--- config.mk ---
export PLATFORM = sky130hd
export DESIGN_NAME = tetris_pixel_mixer
export DESIGN_NICKNAME = d
export VERILOG_FILES = /design/src/rtl/tetris_pixel_mixer.sv
export SDC_FILE = /design/constraint.sdc
export NUM_CORES = 1
export LEC_CHECK = 0
export CORE_AREA = 2 2 81 83
export CTS_BUF_LIST = sky130_fd_sc_hd__clkbuf_4 sky130_fd_sc_hd__clkbuf_8
export DETAILED_ROUTE_END_ITERATION = 8
export DIE_AREA = 0 0 83 85
export PLACE_DENSITY_LB_ADDON = 0.3
export SYNTH_ARGS = -nofsm -noshare
export SYNTH_HDL_FRONTEND = slang
export SYNTH_SLANG_ARGS = --single-unit
--- constraint.sdc ---
create_clock -name clk -period 1.62 [get_ports clk]
set_input_delay 0.162 -clock clk [delete_from_list [all_inputs] [get_ports clk]]
set_output_delay 0.162 -clock clk [all_outputs]
set_load 0.02 [all_outputs]
--- src/rtl/tetris_pixel_mixer.sv ---
// tetris_pixel_mixer
//   Per-pixel colour compositor for the VGA Tetris display path. It merges
//   NUM_LAYERS prioritised colour layers into one RGB pixel, where the highest
//   index wins. It then applies a blinking-then-steady "GAME OVER" overlay.
//   Latency is 2 clocks, and the block accepts one pixel per clock.
//
//   Ports:
//     clk, rst_n       pixel clock, asynchronous active-low reset
//     sync_ready_sig   active video (low = blank, outputs forced to 0)
//     frame_start      one-cycle pulse per frame (drives blink timing)
//     ingame_sig       1 = game running, 0 = game over
//     layer_en         per-layer hit, [NUM_LAYERS]
//     layer_rgb        per-layer colour, layer i at [i*3*COLOR_W +: 3*COLOR_W]
//     pic_over_data    "GAME OVER" bitmap pixel
//     red_out/green_out/blue_out  composed colour, COLOR_W bits each
//     over_state       FSM state (0 PLAY, 1 OVER_FLASH, 2 OVER_STEADY)
//
//   Optional feature: define TETRIS_PIXEL_MIXER_DIM_BG_EN to halve the
//   brightness of non-overlay pixels while the game is over.
module tetris_pixel_mixer #(
   parameter int COLOR_W       = 4,
   parameter int NUM_LAYERS    = 8,
   parameter int BLINK_FRAMES  = 30,
   parameter int BLINK_TOGGLES = 6,
   parameter logic [3*COLOR_W-1:0] BG_RGB = '0
) (
   input  logic                            clk,
   input  logic                            rst_n,
   input  logic                            sync_ready_sig,
   input  logic                            frame_start,
   input  logic                            ingame_sig,
   input  logic [NUM_LAYERS-1:0]           layer_en,
   input  logic [NUM_LAYERS*3*COLOR_W-1:0] layer_rgb,
   input  logic                            pic_over_data,
   output logic [COLOR_W-1:0]              red_out,
   output logic [COLOR_W-1:0]              green_out,
   output logic [COLOR_W-1:0]              blue_out,
   output logic [1:0]                      over_state
);
   localparam int PW = 3*COLOR_W;
   localparam int BW = (BLINK_FRAMES > 1) ? $clog2(BLINK_FRAMES) : 1;
   localparam int TW = $clog2(BLINK_TOGGLES+1);

   typedef enum logic [1:0] {
      PLAY        = 2'd0,
      OVER_FLASH  = 2'd1,
      OVER_STEADY = 2'd2,
      ST_UNUSED   = 2'd3
   } state_t;

   state_t          state, state_nxt;
   logic [BW-1:0]   blink_cnt, blink_nxt;
   logic [TW-1:0]   tog_cnt, tog_nxt;
   logic            vis, vis_nxt;

   // ---------------- stage 1: priority select ----------------
   // Ascending scan, so the highest enabled index is the last one assigned.
   logic [PW-1:0]   sel_c, s1_rgb;
   logic            s1_hit, s1_over;
   logic [1:0]      vld_pipe;

   always_comb begin
      sel_c = BG_RGB;
      for (int i = 0; i < NUM_LAYERS; i++)
         if (layer_en[i]) sel_c = layer_rgb[i*PW +: PW];
   end

   assign vld_pipe[0] = sync_ready_sig;

   always_ff @(posedge clk or negedge rst_n) begin
      if (!rst_n) begin
         s1_rgb      <= '0;
         s1_hit      <= 1'b0;
         s1_over     <= 1'b0;
         vld_pipe[1] <= 1'b0;
      end else begin
         s1_rgb      <= sel_c;
         s1_hit      <= |layer_en;
         s1_over     <= pic_over_data;
         vld_pipe[1] <= vld_pipe[0];
      end
   end

   // ---------------- stage 2: overlay / blank ----------------
   // Live state and vis are used here. At a frame edge this can skew the
   // overlay by at most one pixel, which is acceptable.
   logic [PW-1:0] base_c, pix_c, pix_q;
   logic          overlay;

   assign overlay = (state != PLAY) && vis && s1_over;

   always_comb begin
      base_c = s1_hit ? s1_rgb : BG_RGB;
`ifdef TETRIS_PIXEL_MIXER_DIM_BG_EN
      if (state == OVER_FLASH || state == OVER_STEADY)
         base_c = {base_c[PW-1 -: COLOR_W] >> 1,
                   base_c[2*COLOR_W-1 -: COLOR_W] >> 1,
                   base_c[COLOR_W-1:0] >> 1};
`endif
      if (!vld_pipe[1])  pix_c = '0;
      else if (overlay)  pix_c = {{COLOR_W{1'b1}}, {2*COLOR_W{1'b0}}};
      else               pix_c = base_c;
   end

   always_ff @(posedge clk or negedge rst_n) begin
      if (!rst_n) pix_q <= '0;
      else        pix_q <= pix_c;
   end

   assign red_out    = pix_q[PW-1 -: COLOR_W];
   assign green_out  = pix_q[2*COLOR_W-1 -: COLOR_W];
   assign blue_out   = pix_q[COLOR_W-1:0];
   assign over_state = state;

   // ---------------- game-over FSM ----------------
   always_ff @(posedge clk or negedge rst_n) begin
      if (!rst_n) begin
         state     <= PLAY;
         blink_cnt <= '0;
         tog_cnt   <= '0;
         vis       <= 1'b1;
      end else begin
         state     <= state_nxt;
         blink_cnt <= blink_nxt;
         tog_cnt   <= tog_nxt;
         vis       <= vis_nxt;
      end
   end

   // The counters are compared before they increment, so they never wrap.
   // A restart (ingame_sig) takes priority over a simultaneous frame_start.
   always_comb begin
      state_nxt = state;
      blink_nxt = blink_cnt;
      tog_nxt   = tog_cnt;
      vis_nxt   = vis;
      case (state)
         PLAY: begin
            if (!ingame_sig) begin
               state_nxt = OVER_FLASH;
               blink_nxt = '0;
               tog_nxt   = '0;
               vis_nxt   = 1'b1;
            end
         end
         OVER_FLASH: begin
            if (ingame_sig) begin
               state_nxt = PLAY;
               blink_nxt = '0;
               tog_nxt   = '0;
               vis_nxt   = 1'b1;
            end else if (frame_start) begin
               if (blink_cnt == BW'(BLINK_FRAMES-1)) begin
                  blink_nxt = '0;
                  vis_nxt   = ~vis;
                  tog_nxt   = tog_cnt + TW'(1);
                  if (tog_cnt == TW'(BLINK_TOGGLES-1)) begin
                     state_nxt = OVER_STEADY;
                     vis_nxt   = 1'b1;
                  end
               end else begin
                  blink_nxt = blink_cnt + BW'(1);
               end
            end
         end
         OVER_STEADY: begin
            vis_nxt = 1'b1;
            if (ingame_sig) begin
               state_nxt = PLAY;
               blink_nxt = '0;
               tog_nxt   = '0;
            end
         end
         default: begin
            state_nxt = PLAY;
            blink_nxt = '0;
            tog_nxt   = '0;
            vis_nxt   = 1'b1;
         end
      endcase
   end
endmodule

==> summary.md <==
The flow ran to the end, and the final reports show no timing, DRC or antenna violations. The total area of multi-input combinational cells was 0.00112 mm^2; the total global routing track utilization was 19.0%. The first TritonRoute pass finished after 4 iterations.

0 antenna diodes ended up in the layout. Detailed routing inserted a total of 2293 vias. The worst register-to-register path ends at tog_cnt[2]. Measured in cells, the most critical reg-to-reg path has a length of 6.

For the number of global-route vias before repair, the log shows 2339. In the final layout, flip-flops and latches occupy 953 um^2. At the pin with the least slew margin, the transition time is 0.471 ns.

After synthesis, the netlist uses 46 different library cells. Of the cells placed in the final design, the portion with a size suffix greater than 1 is 10.5%. After legalization and detailed placement, the total HPWL measured 5540 um. The ratio of final minimum period to clock period was 95.8%. The initial antenna violation count was 0. The count of buffers from port buffering came out at 123. After synthesis the cells add up to 0.00215 mm^2. The per-cell via count in the routed design is 5.24, and the maximum clock path buffer count is 2. The area growth from synthesis to layout came out at 72.4%. The leading area contributor after synthesis is sky130_fd_sc_hd__dfrtp_1. The total number of yosys warnings is 0.

Kind of cell with the highest combined delay on the critical path: simple AND/OR/NAND/NOR gates. The effective utilization at floorplan came out at 34.6%. After detailed routing, the average wire length per cell comes to 15.3 um.

After synthesis, flip-flops and latches occupy 44.3% of the total area. The final layout contains routed wiring with a total length of 6720 um. The setup TNS is 0 ns.

The maximum vdd drop came out at 0.447 mV. The worst setup path is launched from a flop. The max capacitance violation total is 0. TritonCTS built the clock tree. The floorplan has 29 rows. The average cell area after synthesis was 9.68 um^2; the H-tree depth was 2.

Ranked by total cell area, the synthesized netlist is headed by sky130_fd_sc_hd__dfrtp_1 43%, sky130_fd_sc_hd__a22oi_1 4.5%, sky130_fd_sc_hd__a221o_1 3.7%, sky130_fd_sc_hd__o2111ai_1 3.7%, sky130_fd_sc_hd__o22ai_1 3.5%. Critical path buffer and inverter count: 1. The delay of the slowest cell on the worst path works out to 0.37 ns. The critical path goes through inv_1, ha_1, and4_1, and2_1, and4b_1, a211o_1. Minimum period implied by the final worst setup slack: 1.55 ns. The logs give 67 for the violation count after the first detailed-routing iteration and 428 for the count of placed standard cells including taps. Counting flops with a built-in enable in the synthesized netlist gives 0. For this design the static power due to leakage is 1.52 nW. The die is 85 um tall.

The run gives 0 as the count of endpoints failing hold in the final timing report. Counting every instance in the synthesized netlist gives 222. Total number of clock tree sinks: 38.

For the area enclosed by the die boundary, the log shows 0.00706 mm^2. The maximum achievable frequency was 0.645 GHz. The logs give 514 for the total of fill cells in the finished design and 1.72 ns for the critical path arrival. The first global-routing pass estimated 10900 um of wire.

The tools report the number of clock buffers inserted by TritonCTS as 5. For the non-filler instance count after layout, the log shows 438. On the final layout, the worst clock skew is 0.0112 ns.

The number of top-level design ports came out at 124. Number of remaining DRC errors: 0. The tools report the library cell used as clock root buffer as sky130_fd_sc_hd__clkbuf_8.

The path class of the lowest-slack min-delay path was input port to flop. The number of nets handed over by synthesis was 336. The clock-pin slew reported for the worst setup and hold paths after clock tree synthesis was 0.08 ns; the overall die width was 83 um. Of all flip-flops after synthesis, the portion carrying an async set or reset was 100%.

The share of synthesized area in the top cell type comes to 43.1%. The core footprint was 0.00620 mm^2. At the end of the flow, the number of nets in the layout was 474. Power density normalized to cell area: 710 mW/mm^2.

Setup repair after global routing left no endpoint under its margin. In this run the worst setup path terminates at tog_cnt[2]. The dominant register cell in the synthesized netlist is sky130_fd_sc_hd__dfrtp_1. For the last weighted congestion value of the routability-driven placer, the log shows 0.928. The run gives 0 as the count of pins over their slew limit. The detail route stage leaves a number of antenna-violating nets equal to 0. The setup check on the worst reg-to-reg path leaves a slack of 0.07 ns. The library cells used most frequently in the layout, excluding fill and tap cells, are 121 x sky130_fd_sc_hd__clkdlybuf4s50_1, 36 x sky130_fd_sc_hd__dfrtp_1, 18 x sky130_fd_sc_hd__nand2_1, 18 x sky130_fd_sc_hd__buf_4, 13 x sky130_fd_sc_hd__a22oi_1. The worst pin sits at a relative slew slack of 68.6%. STA classifies the critical path endpoint as a flop. Setup violations remaining at the end of the flow were counted as 0. Leaving out fill and tap cells, the most frequent cell in the layout is sky130_fd_sc_hd__clkdlybuf4s50_1. At the end of the flow the core is filled with cells to 59.7%. The critical path starts at blink_cnt[1]. Across all hold checks on the routed design, the worst slack comes to 0.319 ns. The tools report the origin of the worst min-delay path as pic_over_data. The required arrival time at the worst endpoint was 1.79 ns; the total stage count of the critical path was 6.

The critical path is of the flop to flop type. The number of storage elements in the synthesis netlist came out at 38. Of all nets on the critical path, the largest fanout is 3. For the maximum number of pins on one net before global-route repair, the log shows 39.

The launch instance of the worst register-to-register path is blink_cnt[1]. Cell with the biggest individual delay on the critical path: sky130_fd_sc_hd__dfrtp_1. The total global routing overflow is 0, and the clock insertion delay at the later pin of the skew report is 0.29 ns.
==> final cells by class <==
type	count	area share (%)
tap	77	2.60
sequential	38	25.7
timing repair buffer	142	37.0
clock buffer	5	1.86
multi-input combinational	167	30.4
inverter	6	0.608
clock inverter	3	1.86
==> power breakdown <==
part / switching [mW] / leakage, nW / total [mW] / internal (mW)
registers: 0.0221 / 0.471 / 1.03 / 1.01
logic: 0.244 / 0.984 / 0.636 / 0.391
clock network: 0.349 / 0.0683 / 0.966 / 0.617
==> metrics by stage <==
step | power [mW] | cell area (um^2) | worst slack [ns]
after floorplan | 1.26 | 2150 | 0.0436
after detailed placement | 1.68 | 3540 | -0.328
after CTS | 2.66 | 3690 | 0.0179
final | 2.63 | 3700 | 0.0685
after global routing | 2.75 | 3700 | 0.0186
after global placement | 1.68 | 3540 | -0.328
==> Yosys cell counts (2+ instances only) <==
cell and n:
sky130_fd_sc_hd__a21o_1 3, sky130_fd_sc_hd__a21oi_1 10, sky130_fd_sc_hd__a21oi_2 2, sky130_fd_sc_hd__a221o_1 8
sky130_fd_sc_hd__a22o_1 3, sky130_fd_sc_hd__a22oi_1 13, sky130_fd_sc_hd__a31oi_1 9, sky130_fd_sc_hd__and2_1 9
sky130_fd_sc_hd__buf_2 5, sky130_fd_sc_hd__clkbuf_1 4, sky130_fd_sc_hd__dfrtp_1 37, sky130_fd_sc_hd__ha_1 4
sky130_fd_sc_hd__inv_1 5, sky130_fd_sc_hd__nand2_1 19, sky130_fd_sc_hd__nand2b_1 10, sky130_fd_sc_hd__nand3_1 8
sky130_fd_sc_hd__nor2_1 8, sky130_fd_sc_hd__nor2b_1 5, sky130_fd_sc_hd__nor3_1 2, sky130_fd_sc_hd__o2111ai_1 9
sky130_fd_sc_hd__o211ai_1 3, sky130_fd_sc_hd__o21ai_0 7, sky130_fd_sc_hd__o21ai_2 2, sky130_fd_sc_hd__o22ai_1 12
sky130_fd_sc_hd__or3_1 3, sky130_fd_sc_hd__or3b_1 2
==> state kept, by name, summed over array words and instances, names as in the netlist <==
name	count
blink_cnt	5
over_state	2
pix_q	12
s1_hit	1
s1_over	1
s1_rgb	12
tog_cnt	3
vis	1
vld_pipe	1
==> cell families (layout without fill, tap and decap cells) <==
group / count (synthesis) / in the layout / synth area share, %
XOR/XNOR: 1 / 1 / 0.408
buffers and inverters: 17 / 156 / 3.61
AND/OR/NAND/NOR: 77 / 77 / 20.6
adder cells (fa/ha/maj): 4 / 4 / 2.33
AO/OA/AOI/OAI: 84 / 84 / 28.3
flip-flops: 38 / 38 / 44.3
multiplexers: 1 / 1 / 0.466
==> worst min-delay path by stage <==
stage,to,slack [ns],depth (start not counted)
global placement,over_state[0],0.24,2
finish,s1_over,0.32,1
CTS,s1_over,0.31,1
detailed placement,over_state[0],0.24,2
global route,s1_over,0.32,1
floorplan,blink_cnt[0],-0.13,0
==> per-layer routing <==
layer	share of wire, %	vias up	GRT usage (%)
li1	-	1123	-
met1	43	1059	23.5
met2	49	104	33.0
met3	7.5	7	4.77
met4	0.91	0	5.22
met5	0	-	0
==> what timing repair did <==
item | in CTS | in global routing
gates resized for setup | 2 | 2
endpoints found under the setup margin | 3 | 4
hold buffers | 1 | 0
endpoints found under the hold margin | 37 | 0
buffers inserted | 0 | 1
==> worst register-to-register path: stages (launching register included) <==
cell and delay (ns):
sky130_fd_sc_hd__dfrtp_1 0.37, sky130_fd_sc_hd__inv_1 0.05, sky130_fd_sc_hd__ha_1 0.17, sky130_fd_sc_hd__and4_1 0.21, sky130_fd_sc_hd__and2_1 0.19, sky130_fd_sc_hd__and4b_1 0.18, sky130_fd_sc_hd__a211o_1 0.27
Note: power is estimated with default switching activity, not from simulation.
